<file path="src/rtl/post_pkg.sv">
// Shared definitions for the expression datapath: token codes, FSM states and
// default datapath sizes. The infix-to-postfix converter uses the same codes.
package post_pkg;

  localparam int unsigned DW_DEF    = 16;
  localparam int unsigned DEPTH_DEF = 16;

  localparam logic [5:0] TOK_ADD = 6'h2B;
  localparam logic [5:0] TOK_SUB = 6'h2D;
  localparam logic [5:0] TOK_MUL = 6'h2A;

  typedef enum logic [1:0] {
    IDLE,
    LOAD,
    DONE
  } state_e;

  // True for the operator codes the ALU understands.
  function automatic logic is_legal_op(input logic [5:0] code);
    return (code == TOK_ADD) || (code == TOK_SUB) || (code == TOK_MUL);
  endfunction

endpackage

</file>
<file path="src/rtl/eval_stack.sv">
// Register-based LIFO for the postfix evaluator. Supports push, pop2_push
// (replace the top two entries with one) and clear. Clear combines with a push
// in the same cycle so a new frame can load its first operand immediately.
module eval_stack #(
  parameter int unsigned DEPTH = 16,
  parameter int unsigned DW    = 16
) (
  input  logic                       clk_i,
  input  logic                       rst_i,
  input  logic                       clear_i,
  input  logic                       push_i,
  input  logic                       pop2_push_i,
  input  logic [DW-1:0]              din_i,
  output logic [DW-1:0]              top_o,
  output logic [DW-1:0]              next_o,
  output logic [$clog2(DEPTH+1)-1:0] sp_o,
  output logic                       full_o,
  output logic                       lt2_o
);

  localparam int unsigned SPW = $clog2(DEPTH + 1);
  localparam int unsigned IW  = (DEPTH > 1) ? $clog2(DEPTH) : 1;

  logic [DW-1:0]  mem_q [DEPTH];
  logic [DW-1:0]  mem_d [DEPTH];
  logic [SPW-1:0] sp_q, sp_d;
  logic [SPW-1:0] base;
  logic [IW-1:0]  top_idx, next_idx, wr_idx, rep_idx;

  // Read side: top and next entries, zero when not present.
  always_comb begin
    top_idx  = IW'(sp_q - SPW'(1));
    next_idx = IW'(sp_q - SPW'(2));
    top_o    = (sp_q >= SPW'(1)) ? mem_q[top_idx] : '0;
    next_o   = (sp_q >= SPW'(2)) ? mem_q[next_idx] : '0;
    sp_o     = sp_q;
    full_o   = (sp_q == SPW'(DEPTH));
    lt2_o    = (sp_q < SPW'(2));
  end

  // Write side: out-of-range requests are ignored so stored entries stay intact.
  always_comb begin
    mem_d   = mem_q;
    base    = clear_i ? '0 : sp_q;
    sp_d    = base;
    wr_idx  = IW'(base);
    rep_idx = IW'(base - SPW'(2));
    if (rst_i) begin
      sp_d = '0;
    end else if (push_i) begin
      if (base != SPW'(DEPTH)) begin
        mem_d[wr_idx] = din_i;
        sp_d          = base + SPW'(1);
      end
    end else if (pop2_push_i) begin
      if (base >= SPW'(2)) begin
        mem_d[rep_idx] = din_i;
        sp_d           = base - SPW'(1);
      end
    end
  end

  // Stack pointer with synchronous reset.
  always_ff @(posedge clk_i) begin
    if (rst_i) begin
      sp_q <= '0;
    end else begin
      sp_q <= sp_d;
    end
  end

  // Storage needs no reset; entries above sp are never read.
  always_ff @(posedge clk_i) begin
    mem_q <= mem_d;
  end

endmodule

</file>
<file path="src/rtl/post_eval.sv">
// Postfix expression evaluator. Consumes one 6-bit token per cycle, evaluates
// with a LIFO and reports one result per frame with an error flag.
module post_eval
  import post_pkg::*;
#(
  parameter int unsigned DEPTH = DEPTH_DEF,
  parameter int unsigned DW    = DW_DEF
) (
  input  logic          CLK,
  input  logic          RESET,
  input  logic [5:0]    IN,
  input  logic          IN_VALID,
  input  logic          OP_VALID,
  output logic [DW-1:0] OUT,
  output logic          OUT_VALID,
  output logic          ERR
);

  localparam int unsigned SPW = $clog2(DEPTH + 1);

  state_e         state_q, state_d;
  logic           frame_err_q, frame_err_d;
  logic [DW-1:0]  out_q, out_d;
  logic           err_q, err_d;
  logic           out_valid_q, out_valid_d;

  logic           stk_clear, stk_push, stk_pop2;
  logic [DW-1:0]  stk_din, stk_top, stk_next;
  logic [SPW-1:0] stk_sp;
  logic           stk_full, stk_lt2;
  logic           start, eff_full, eff_lt2, tok_err;
  logic [DW-1:0]  alu_res;

  eval_stack #(
    .DEPTH (DEPTH),
    .DW    (DW)
  ) u_stack (
    .clk_i       (CLK),
    .rst_i       (RESET),
    .clear_i     (stk_clear),
    .push_i      (stk_push),
    .pop2_push_i (stk_pop2),
    .din_i       (stk_din),
    .top_o       (stk_top),
    .next_o      (stk_next),
    .sp_o        (stk_sp),
    .full_o      (stk_full),
    .lt2_o       (stk_lt2)
  );

  // ALU: a = next, b = top; results wrap to DW bits.
  always_comb begin
    alu_res = '0;
    case (IN)
      TOK_ADD: alu_res = stk_next + stk_top;
      TOK_SUB: alu_res = stk_next - stk_top;
      TOK_MUL: alu_res = stk_next * stk_top;
      default: alu_res = '0;
    endcase
  end

  // Token decode, stack control and FSM next state.
  always_comb begin
    state_d     = state_q;
    frame_err_d = frame_err_q;
    out_d       = out_q;
    err_d       = err_q;
    out_valid_d = 1'b0;
    stk_clear   = 1'b0;
    stk_push    = 1'b0;
    stk_pop2    = 1'b0;
    tok_err     = 1'b0;
    stk_din     = OP_VALID ? alu_res : {{(DW - 6){1'b0}}, IN};

    // A token arriving outside LOAD opens a new frame against an empty stack.
    start    = IN_VALID && (state_q != LOAD);
    eff_full = start ? 1'b0 : stk_full;
    eff_lt2  = start ? 1'b1 : stk_lt2;

    if (IN_VALID) begin
      if (OP_VALID) begin
        if (!is_legal_op(IN) || eff_lt2) tok_err = 1'b1;
        else                              stk_pop2 = 1'b1;
      end else begin
        if (eff_full) tok_err = 1'b1;
        else          stk_push = 1'b1;
      end
    end

    case (state_q)
      IDLE, DONE: begin
        if (IN_VALID) begin
          state_d     = LOAD;
          stk_clear   = 1'b1;
          frame_err_d = tok_err;
        end else begin
          state_d = IDLE;
        end
      end
      LOAD: begin
        if (IN_VALID) begin
          frame_err_d = frame_err_q | tok_err;
        end else begin
          state_d     = DONE;
          out_valid_d = 1'b1;
          if (!frame_err_q && (stk_sp == SPW'(1))) begin
            out_d = stk_top;
            err_d = 1'b0;
          end else begin
            out_d = '0;
            err_d = 1'b1;
          end
        end
      end
      default: state_d = IDLE;
    endcase
  end

  // FSM state and registered outputs; reset wins over everything.
  always_ff @(posedge CLK) begin
    if (RESET) begin
      state_q     <= IDLE;
      frame_err_q <= 1'b0;
      out_q       <= '0;
      err_q       <= 1'b0;
      out_valid_q <= 1'b0;
    end else begin
      state_q     <= state_d;
      frame_err_q <= frame_err_d;
      out_q       <= out_d;
      err_q       <= err_d;
      out_valid_q <= out_valid_d;
    end
  end

  assign OUT       = out_q;
  assign ERR       = err_q;
  assign OUT_VALID = out_valid_q;

endmodule

</file>
<file path="config.mk">
export PLATFORM = sky130hd
export DESIGN_NAME = post_eval
export DESIGN_NICKNAME = d
export VERILOG_FILES = /design/src/rtl/post_pkg.sv /design/src/rtl/eval_stack.sv /design/src/rtl/post_eval.sv
export SDC_FILE = /design/constraint.sdc
export NUM_CORES = 1
export LEC_CHECK = 0
export CAP_MARGIN = 20
export CORE_MARGIN = 1.5
export CORE_UTILIZATION = 50
export CTS_BUF_LIST = sky130_fd_sc_hd__clkbuf_4
export DETAILED_ROUTE_END_ITERATION = 16
export PLACE_DENSITY = 0.66
export SYNTH_ARGS = -nofsm -noshare
export SYNTH_HDL_FRONTEND = slang
export SYNTH_SLANG_ARGS = --single-unit
</file>
<file path="constraint.sdc">
create_clock -name CLK -period 17.9 [get_ports CLK]
set_clock_uncertainty 0.2 [all_clocks]
set_input_delay 3.58 -clock CLK [delete_from_list [all_inputs] [get_ports CLK]]
set_output_delay 3.58 -clock CLK [all_outputs]
set_load 0.02 [all_outputs]
</file>
==> results of run 1 <==
## where the power goes
group,internal (uW),switching (uW)
sequential,712,2.87
combinational,180,299
clock,303,282
## cell families after synthesis
| logic type | after synthesis |
|---|---|
| flip-flops | 282 |
| AND/OR/NAND/NOR | 593 |
| buffers and inverters | 260 |
| AO/OA/AOI/OAI | 157 |
| XOR/XNOR | 73 |
| adder cells (fa/ha/maj) | 161 |
| multiplexers | 172 |
## per-stage QoR
stage               utilization [%]  hold slack, ns  std cells
finish                         55.0           0.246       2329
global route                   55.0           0.277       2328
CTS                            55.0           0.260       2325
detailed placement             52.5           0.249       2193
global placement               52.4           0.245       2190
floorplan                         -           0.219       1698
## layout by cell type, fill, tap and decap left out, drive strengths merged, types with 7 or more instances in the layout
cell,n
fa,81
mux4,144
nor3,14
a22oi,20
clkinv,23
xnor2,55
mux2i,21
nor2b,10
mux2,7
buf,54
ha,78
o21ai,28
a32oi,7
clkbuf,106
xor2,17
nand2b,20
nand2,86
inv,150
nor2,382
nand3,28
a21oi,36
clkdlybuf4s50,27
a21o,9
nor3b,21
and2,11
dfxtp,26
edfxtp,256
## layout make-up
class,count,share of cell area (%)
inverters,150,2.58
multi-input cells,1156,49.1
well taps,525,3.01
diodes,3,0.0344
repair buffers,81,3.23
clock inverters,26,0.746
flip-flops and latches,282,37.7
clock buffers,106,3.65
## flip-flops by register name, indices dropped and copies added, names as in the netlist
| register | flops |
|---|---|
| u_stack.sp_o | 5 |
| ERR | 1 |
| frame_err_q | 1 |
| u_stack.mem_q | 256 |
| state_q | 2 |
| OUT_VALID | 1 |
| OUT | 16 |
## how the worst max path moves through the flow
stage                                           from                           end  slack [ns]  depth (start not counted)
after detailed placement  u_stack.sp_o[0]$_SDFF_PP0_   u_stack.mem_q[63]$_DFFE_PP_        7.69                         25
after floorplan           u_stack.sp_o[0]$_SDFF_PP0_  u_stack.mem_q[159]$_DFFE_PP_        9.42                         34
after global placement    u_stack.sp_o[0]$_SDFF_PP0_   u_stack.mem_q[79]$_DFFE_PP_        7.86                         25
final                     u_stack.sp_o[0]$_SDFF_PP0_   u_stack.mem_q[63]$_DFFE_PP_        7.64                         25
after CTS                 u_stack.sp_o[0]$_SDFF_PP0_   u_stack.mem_q[63]$_DFFE_PP_        7.67                         25
after global routing      u_stack.sp_o[0]$_SDFF_PP0_  u_stack.mem_q[255]$_DFFE_PP_        6.95                         25
## per-layer routing
layer  vias to the layer above  GRT usage (%)  share of wire (%)  routed length [um]
li1                       6191              -                  -                   -
met1                      7309           37.1                 37               22200
met2                       821           48.9                 48               29200
met3                       207           6.73                9.1                5480
met4                         0           17.7                5.6                3370
met5                         -              0                  0                   0
==> reports/summary.md, run 1 <==
Dividing the detail-routed wire length by the instance count gives 25.9 um. The overall die height came out at 203 um. The delay of the slowest critical-path stage is 0.92 ns. Counting stages on the worst path, the most repeated cell is sky130_fd_sc_hd__fa_1.

Count of buffers inserted at the top-level ports: 27. Summing the areas of all xor and xnor instances in the mapped netlist gives 3.43% of the synthesized area. The post-layout total power was 1780 uW. The count of cells resized by post-cts repair came out at 0. The sum of overflow across all layers after global routing came out at 0. Count of maximum capacitance violations: 0. The dominant combinational cell family by area after synthesis was multiplexers. After synthesis, the cell types taking the most area are sky130_fd_sc_hd__edfxtp_1, sky130_fd_sc_hd__mux4_2, sky130_fd_sc_hd__fa_1, sky130_fd_sc_hd__nor2_1, sky130_fd_sc_hd__ha_1. The number of nets in the synthesized netlist is 1867. For the initial antenna violation count, the log shows 2. Routability-driven placement finished with a final weighted congestion of 0.939. The final design area excluding fillers is 21800 um2. The tools report the initial standard-cell utilization of the core as 50.5%. The flop and latch count out of synthesis was 282; the data arrival time of the critical path was 10.54 ns. The area used by multi-input combinational logic was 10700 um2. Summing the areas of all compound-gate instances in the mapped netlist gives 5.76% of the synthesized area. The number of buffers added by the clock tree synthesis step was 78. The run gives 0 as the post-cts hold buffer count. Number of global-route vias before repair: 14900. Summed over all failing endpoints, the final setup total negative slack is 0 ns. The run gives 0 as the residual antenna-violating net count after detailed routing.

The setup check on the worst reg-to-reg path leaves a slack of 7.64 ns. Of all cell types, the one taking the most synthesized area is sky130_fd_sc_hd__edfxtp_1. The fraction of synthesized cell area taken by the top area cell type is 38.4%. The mean cell area of the mapped netlist came out at 11.8 um2.

The startpoint identified for the worst hold timing path is state_q[1]$_SDFFE_PP0P_. The most used flip-flop cell after synthesis is sky130_fd_sc_hd__edfxtp_1. The logs give 5 for the first-pass detailed-route iteration total and 3 for the H-tree depth. The worst register-to-register path ends at u_stack.mem_q[63]$_DFFE_PP_. Setup repair after global routing left no endpoint under its margin. Endpoint kind of the worst setup timing path: a flip-flop. The minimum clock period after layout is 10.26 ns. The library cell with the highest instance count after synthesis was sky130_fd_sc_hd__nor2_1. The number of buffers and inverters on the critical path is 6.

The fraction of the mapped netlist area in simple logic gates is 12.8%. After floorplanning, the core was divided into 73 placement rows. After clock tree synthesis, the clock-pin slew on the worst setup and hold paths is 0.07 ns.

The cell area after placement is 20800 um2. Counting cells, the worst reg-to-reg path comes to 25. Counting flops with an async set or reset pin after synthesis yields a share of 0%.

The kind of cell with the highest combined delay along the critical path is adder cells. TritonCTS built the clock tree. Yosys mapped the design onto 82 distinct sky130hd cell types.

For this run, the number of Yosys warnings is 0. The type of the worst setup path is flip-flop to flip-flop. In this run the worst path has a maximum fanout of 61.

Endpoint of the worst hold-timing path: state_q[0]$_SDFFE_PP0P_. The critical path data required time is 18.18 ns, and the number of hold violations in the final report is 0. The net total in the final layout is 1918, and the buffers inserted during post-CTS setup optimization is 0.

X dimension of the die: 203 um. The startpoint identified for the worst register-to-register timing path is u_stack.sp_o[0]$_SDFF_PP0_. Summed over all nets, the half-perimeter wirelength after detailed placement is 41700 um. The DRC violations left was 0; the leakage power figure was 0.00768 uW. The core footprint was 39600 um2; the worst hold path stage count was 1. The total vias in the final route is 14500, and the global-route usage over all layers is 30.1%. Static timing analysis puts the maximum clock frequency at 97.5 MHz.

Of the cells placed in the final design, the portion with a size suffix greater than 1 is 20.7%. The detailed router finished its first iteration with 1566 violations. The worst path meets setup with 7.64 ns of slack.

The wire length of the first global-routing pass is 91000 um. The synthesis-to-finish area growth is 8.91%, and the area enclosed by the die boundary is 41200 um2. The layout has 3445 filler cells.

The worst IR drop on VDD is 59.8 uV, and the power per cell area is 81.6 nW/um2. For the pin with the worst max-slew slack, the measured transition is 1.25 ns. The logs give 0 for the count of pins over their slew limit and 3 for the number of buffers between clock root and the deepest sink.

For the source-to-sink clock delay at the later pin of the worst-skew pair, the log shows 0.80 ns. In the synthesized netlist, the cells that appear most often are sky130_fd_sc_hd__nor2_1, sky130_fd_sc_hd__edfxtp_1, sky130_fd_sc_hd__inv_1. The clock root buffer was sky130_fd_sc_hd__clkbuf_4. The adder and majority gate portion of the synthesized area was 13.1%; the number of synthesized flops with an enable pin was 256. 28 I/O pins were placed. Measured against its own limit, the worst slew margin works out to 17.0%. In the routed layout, each cell is associated on average with a via count of 6.24. The worst setup path is launched from a flip-flop. Summing the sequential cell areas from Yosys gives 41.0% of the chip area. Setup violations remaining at the end of the flow were counted as 0.

The flow ran to the end, and the final reports show no timing, DRC or antenna violations. In the synthesized netlist, mux cells make up 17.8% of the area. Pre-CTS worst setup slack: 7.69 ns. The cell with the largest stage delay on the worst path was sky130_fd_sc_hd__a32oi_2.

Area occupied by registers: 8210 um2. The type of the worst min-delay path was flip-flop to flip-flop. The share of the clock period used by the worst path after layout is 57.3%, and the number of instances in the synthesized netlist is 1698. The logs give 20000 um2 for the post-synth design cell area and 282 for the number of sinks driven by the clock tree. The final layout contains routed wiring with a total length of 60300 um. Entering global routing, the biggest net connects 69 pins.
Power figures use the tool's default switching activity.
==> inputs of run 2 (changes only) <==
- PLACE_DENSITY: 0.66 -> 0.68
- clock period: 17.9 -> 8.85 ns (I/O delays scaled with it)
==> run 2 against run 1 <==
Effect of this change: sequential share of layout area down 0.52 points; combinational power up 110%; critical path type unchanged; die area unchanged; largest cell class unchanged; critical endpoint is now u_stack.mem_q[31]$_DFFE_PP_; utilization up 0.77 points; worst setup slack worse by 7.2 ns; worst hold slack worse by 0.016 ns; design area up 1.4%; clock power up 93%.
==> reports/summary.md, run 2 (synthesis gave the netlist of run 1 again) <==
The flow ran to the end, and the final reports show no timing, DRC or antenna violations. The tools report the kind of launch point of the worst setup path as a flip-flop. For the global-route usage over all layers, the log shows 30.6% (+0.51 points). The utilization of the core after routing is 55.8% (+0.77 points), and the data arrival time of the critical path is 8.75 ns (-1.79 ns). DRC violations left: 0 (unchanged). The logs give 1612 (+2.9%) for the number of DRC markers after the initial detailed-route iteration and 50.5% (unchanged) for the initial standard-cell utilization of the core.

The minimum clock period after layout came out at 8.45 ns (-1.81 ns). The critical path data required time is 9.15 ns (-9.03 ns). The endpoint identified for the worst register-to-register timing path is u_stack.mem_q[31]$_DFFE_PP_. The library cell used most frequently in the layout, excluding fill and tap cells, is sky130_fd_sc_hd__nor2_1. The leakage power figure was 0.00786 uW (+2.4%).

The number of sinks driven by the clock tree is 282 (unchanged), and the share of post-route cells with drive strength above 1 is 22.8% (+2.1 points). The largest driver fanout on the critical path is 40 (-34%). The worst hold path stage count was 1 (unchanged). Number of buffers added by the clock tree synthesis step: 78 (unchanged).

The most critical setup path has its startpoint at u_stack.sp_o[0]$_SDFF_PP0_. Count of pins over their slew limit: 0 (unchanged). Post-layout total power: 3580 uW (+100%). Wire length per cell after detailed routing: 26.1 um (+0.62%). TritonCTS built the clock tree. The share of the clock period used by the worst path after layout is 95.4% (+38 points). The run gives 0 (unchanged) as the number of hold violations in the final report.

Slew at the pin closest to its max-slew limit: 1.13 ns (-0.115 ns). Via-per-instance ratio: 6.21 (-0.43%). The total setup violations reported at the end of the flow is 0 (unchanged).

The critical path is of the flip-flop to flip-flop type. Relative to the synthesized area, the layout overhead comes to 10.4%. The overall die height came out at 203 um (unchanged). The tightest min-delay check is of the flip-flop to flip-flop type. The tools report the count of non-filler cells in the finished layout as 2367 (+1.6%). The sum of overflow across all layers after global routing is 0 (unchanged).

The number of rows in the core area came out at 73 (unchanged). The post-detailed-placement half-perimeter wirelength came out at 42100 um (+0.92%). The tools report the initial antenna violation count as 2 (unchanged). The run gives 66 (-4.3%) as the largest net degree at the start of global routing. For hold timing, the worst endpoint is state_q[0]$_SDFFE_PP0P_.

Worst hold slack: 0.230 ns (-0.0157 ns). Counting flops per register, the top entry is u_stack.mem_q. The worst IR drop on VDD is 141 uV (+140%). The x dimension of the die came out at 203 um (unchanged).

The residual antenna-violating net count after detailed routing was 0 (unchanged). Worst reg2reg path startpoint: u_stack.sp_o[0]$_SDFF_PP0_. The tools report the count of maximum capacitance violations as 0 (unchanged).

The most used cell along the critical path is sky130_fd_sc_hd__xnor2_1. The cell count after placement is 2220 (+1.2%), and the core footprint is 39600 um2 (unchanged). The clock input transition at the sequential cells of the worst setup and hold paths works out to 0.06 ns (about the same). The cell with the largest stage delay on the worst path is sky130_fd_sc_hd__fa_1. Wire length of the first global-routing pass: 91900 um (+0.99%). The clock root buffer was sky130_fd_sc_hd__clkbuf_4. The global placement routability congestion was 0.916 (-2.5%). Setup repair after global routing left no endpoint under its margin. Source-to-sink clock delay at the later pin of the worst-skew pair: 0.80 ns (about the same). The timing-limited maximum frequency came out at 118 MHz (+21%). The net total in the final layout is 1958 (+2.1%). The area enclosed by the die boundary came out at 41200 um2 (unchanged).

The power per cell area is 162 nW/um2 (+98%). Internal reg-to-reg setup slack: 0.40 ns (-7.24 ns). The library cells used most frequently in the layout, excluding fill and tap cells, are sky130_fd_sc_hd__nor2_1, sky130_fd_sc_hd__edfxtp_1, sky130_fd_sc_hd__inv_1.

The sum of negative setup slack is 0 ns (unchanged), and the worst path buffer plus inverter count is 6 (unchanged). The delay of the slowest critical-path stage is 0.55 ns (-0.37 ns), and the total wire length after detailed routing is 61700 um (+2.3%). For the boundary pin count, the log shows 28 (unchanged). On the critical path the largest part of the delay comes from adder cells. The number of flip-flops in the largest register was 256 (unchanged). The cell depth of the worst flop-to-flop path was 27 (+8.0%); the first-pass detailed-route iteration total was 6 (+1). The run gives 0 (unchanged) as the post-cts hold buffer count. The run gives 14700 (+1.2%) as the total vias in the final route. For the number of global-route vias before repair, the log shows 14800 (-0.90%). The startpoint identified for the worst hold timing path is state_q[1]$_SDFFE_PP0P_.

The worst slew slack as a fraction of its limit is 24.7% (+7.7 points). The worst setup path is captured at a flip-flop. The run gives 3 (unchanged) as the number of buffers between clock root and the deepest sink. The count of buffers inserted at the top-level ports works out to 27 (unchanged).

The H-tree depth came out at 3 (unchanged).
## run 2: cell count changes in the layout (fill, tap and decap cells not counted), moves of 2 or more
cell	previous run	this run
sky130_fd_sc_hd__buf_12	0	4
sky130_fd_sc_hd__clkinvlp_4	1	4
sky130_fd_sc_hd__bufinv_16	2	0
sky130_fd_sc_hd__inv_6	0	3
sky130_fd_sc_hd__buf_4	52	90
sky130_fd_sc_hd__clkinv_1	19	13
sky130_fd_sc_hd__clkbuf_4	106	108
## run 2: area by class of cell
class / instances / area [um2]
fillers: 3413 / 17500
inverters: 150 / 563
diodes: 2 / 5.00
flip-flops and latches: 282 / 8210
well taps: 525 / 657
multi-input cells: 1156 / 10700
clock inverters: 23 / 121
clock buffers: 108 / 811
repair buffers: 121 / 1030
## run 2: layer usage
| metal | up-vias | GRT usage (%) | routed length (um) |
|---|---|---|---|
| met5 | - | 0 | 0 |
| met4 | 0 | 15.4 | 3040 |
| met3 | 198 | 5.33 | 5780 |
| met2 | 893 | 51.6 | 30400 |
| met1 | 7350 | 38.1 | 22400 |
| li1 | 6261 | - | - |
## run 2: report_power, final
part / internal (uW) / switching, uW
Combinational: 391 / 608
Sequential: 1440 / 4.60
Clock: 567 / 567
Total: 2400 / 1180
## run 2: how the worst max path moves through the flow
stage | endpoint | slack [ns] | cells past startpoint
2_1_floorplan | u_stack.mem_q[207]$_DFFE_PP_ | 0.37 | 34
3_3_place_gp | u_stack.mem_q[31]$_DFFE_PP_ | 0.41 | 27
3_5_place_dp | u_stack.mem_q[15]$_DFFE_PP_ | 0.33 | 27
4_1_cts | u_stack.mem_q[31]$_DFFE_PP_ | 0.31 | 27
5_1_grt | u_stack.mem_q[63]$_DFFE_PP_ | 0.003 | 30
6_report | u_stack.mem_q[31]$_DFFE_PP_ | 0.40 | 27
## run 2: per-stage QoR
step,area [um2],worst slack [ns]
finish,22100,0.403
global route,22100,0.00272
CTS,22000,0.307
detailed placement,21100,0.331
global placement,21100,0.409
floorplan,20000,0.375
## run 2: timing repair
item,4_1_cts,5_1_grt
setup buffers,0,14
setup endpoints to repair,0,49
endpoints found under the hold margin,0,0
resized for setup,0,1
==> variant, RTL diff (settings of run 1) <==
Make the reset (`RESET` and `rst_i`) asynchronous in 2 clocked blocks. Comments in the files are not updated.
--- a/src/rtl/eval_stack.sv
+++ b/src/rtl/eval_stack.sv
@@ -61,7 +61,7 @@
   end
 
   // Stack pointer with synchronous reset.
-  always_ff @(posedge clk_i) begin
+  always_ff @(posedge clk_i or posedge rst_i) begin
     if (rst_i) begin
       sp_q <= '0;
     end else begin
--- a/src/rtl/post_eval.sv
+++ b/src/rtl/post_eval.sv
@@ -117,7 +117,7 @@
   end
 
   // FSM state and registered outputs; reset wins over everything.
-  always_ff @(posedge CLK) begin
+  always_ff @(posedge CLK or posedge RESET) begin
     if (RESET) begin
       state_q     <= IDLE;
       frame_err_q <= 1'b0;
Function: differs if RESET is asserted again (counterexample within 4 cycles, from zero or initial values and one cycle with RESET high); with RESET held inactive, the same outputs for 4 cycles.
==> variant against run 1 <==
  * Die area decreased by 1.0%
  * Total power decreased by 6.9%
  * Final cell count about the same
  * Area after synthesis decreased by 1.1%
  * Sequential cell count unchanged
  * Cell area decreased by 0.40%
  * Worst setup slack got worse by 0.21 ns
  * Routed wire length decreased by 10%
  * Critical path type unchanged
  * Critical endpoint is now u_stack.mem_q[95]
  * Largest cell class unchanged
==> variant: results (changes against run 1) <==
Detailed routing
The met3 layer wire length in the routed design is 4640 um (was 5480 um). The detailed-routing wirelength on met1 is 21400 um (was 22200 um). The highest signal layer in the routed design is met5 (was met4). The average vias per placed instance came to 6.06 (was 6.24).

Pwr
The static leakage came to 7.95 nW (was 7.68 nW). The worst IR drop on VDD is 0.0494 mV (was 0.0598 mV).

Critical path
The count of cells along the worst register-to-register path came to 26 (was 25). The end of the worst register-to-register path is u_stack.mem_q[95] (was u_stack.mem_q[63]). The arrival time at the worst endpoint is 10.73 ns (was 10.54 ns).

The startpoint of the lowest-slack register-to-register path is u_stack.sp_o[1] (was u_stack.sp_o[0]). The setup slack of the worst register-to-register path is 7.44 ns (was 7.64 ns).

GRT
The total global routing track utilization is 0.274 (was 0.301). The number of antenna violations at the first check in global routing was 3 (was 2).

Finish
The layout filler cell count is 3286 (was 3445). The final layout net count is 1926 (was 1918). The fraction of layout cells with a size suffix above 1 was 0.185 (was 0.207).

Clock tree
The number of buffers created by CTS was 76 (was 78). The source-to-sink clock delay at the later pin of the worst-skew pair is 0.76 ns (was 0.80 ns).

Place
The last weighted congestion value of the routability-driven placer was 0.948 (was 0.939). The detailed placement HPWL is 38600 um (was 41700 um). The number of placed instances, taps included is 2197 (was 2193). The area after detailed placement is 0.0207 mm2 (was 0.0208 mm2).

Yosys
The portion of the post-synthesis area used by sequential elements is 0.421 (was 0.410). The fraction of registers with async set or reset after synthesis is 0.0922 (was 0). Commonest cells post-synth: nor2_1, edfxtp_1, inv_1 (unchanged).

Top area cells in the synthesized netlist: edfxtp_1, mux4_2, fa_1 (unchanged).

Outcome
Outcome: completed (unchanged).

Timing
The actual slew at the worst max-slew pin came to 1.10 ns (was 1.25 ns).
variant: changes by cell type after synthesis, sizes merged, moves of 9 or more:
| cell | delta |
|---|---|
| buf | -18 |
| dfxtp | -26 |
| nor2 | -14 |
| mux2i | +19 |
| nand2 | +24 |
| clkbuf | +18 |
| a22oi | -13 |
| nand3 | -21 |
| nor3b | -19 |
| nand2b | +11 |
| dfrtp | +26 |
| a21oi | -9 |
variant: layout make-up:
type	instances	area [um2]	share of cell area
Multi-Input combinational cell	1160	10500	0.482
Clock buffer	107	803	0.0370
Clock inverter	23	165	0.00761
Timing Repair Buffer	89	736	0.0339
Tap cell	518	648	0.0299
Inverter	148	556	0.0256
Antenna cell	1	2.50	0.000115
Sequential cell	282	8340	0.384
variant: cell families after synthesis:
family / share of synthesized area
muxes: 0.180
DFF: 0.421
adders and majority gates: 0.132
AOI/OAI and AO/OA: 0.0574
xor gates and xnor gates: 0.0348
and+or+nand+nor: 0.121
buffers and inverters: 0.0537
variant: worst max-delay path by stage:
stage	startpoint	end	depth (start not counted)
final	u_stack.sp_o[1]	u_stack.mem_q[95]	26
after global routing	u_stack.sp_o[1]	u_stack.mem_q[95]	30
after detailed placement	u_stack.sp_o[1]	u_stack.mem_q[191]	26
after CTS	u_stack.sp_o[1]	u_stack.mem_q[95]	30
after global placement	u_stack.sp_o[1]	u_stack.mem_q[223]	30
after floorplan	u_stack.sp_o[1]	u_stack.mem_q[111]	29
variant: worst max-delay path, delay by kind of cell, from the launching register on:
family,cells,cell delay [ns]
buffers and inverters,5,1.93
flip-flops,1,0.33
XOR/XNOR,1,0.17
AO/OA/AOI/OAI,6,2.53
AND/OR/NAND/NOR,4,0.56
adder cells (fa/ha/maj),8,3.56
multiplexers,2,0.83
variant: metal layers:
layer	vias to the layer above	global-route usage
met1	7149	0.363
met4	2	0.0983
met5	-	0
met2	697	0.454
li1	6155	-
met3	113	0.0501
variant: where the power goes:
group	internal [W]	switching, W
Sequential	0.000714	0.00000425
Combinational	0.000138	0.000208
Clock	0.000317	0.000275
variant: stage by stage:
| stage | setup WS (ns) | total power (W) | util |
|---|---|---|---|
| 2_1_floorplan | 9.86 | 0.000985 | - |
| 3_3_place_gp | 7.68 | 0.00107 | 0.534 |
| 3_5_place_dp | 7.49 | 0.00107 | 0.534 |
| 4_1_cts | 7.48 | 0.00166 | 0.559 |
| 5_1_grt | 6.92 | 0.00173 | 0.559 |
| 6_report | 7.44 | 0.00166 | 0.559 |
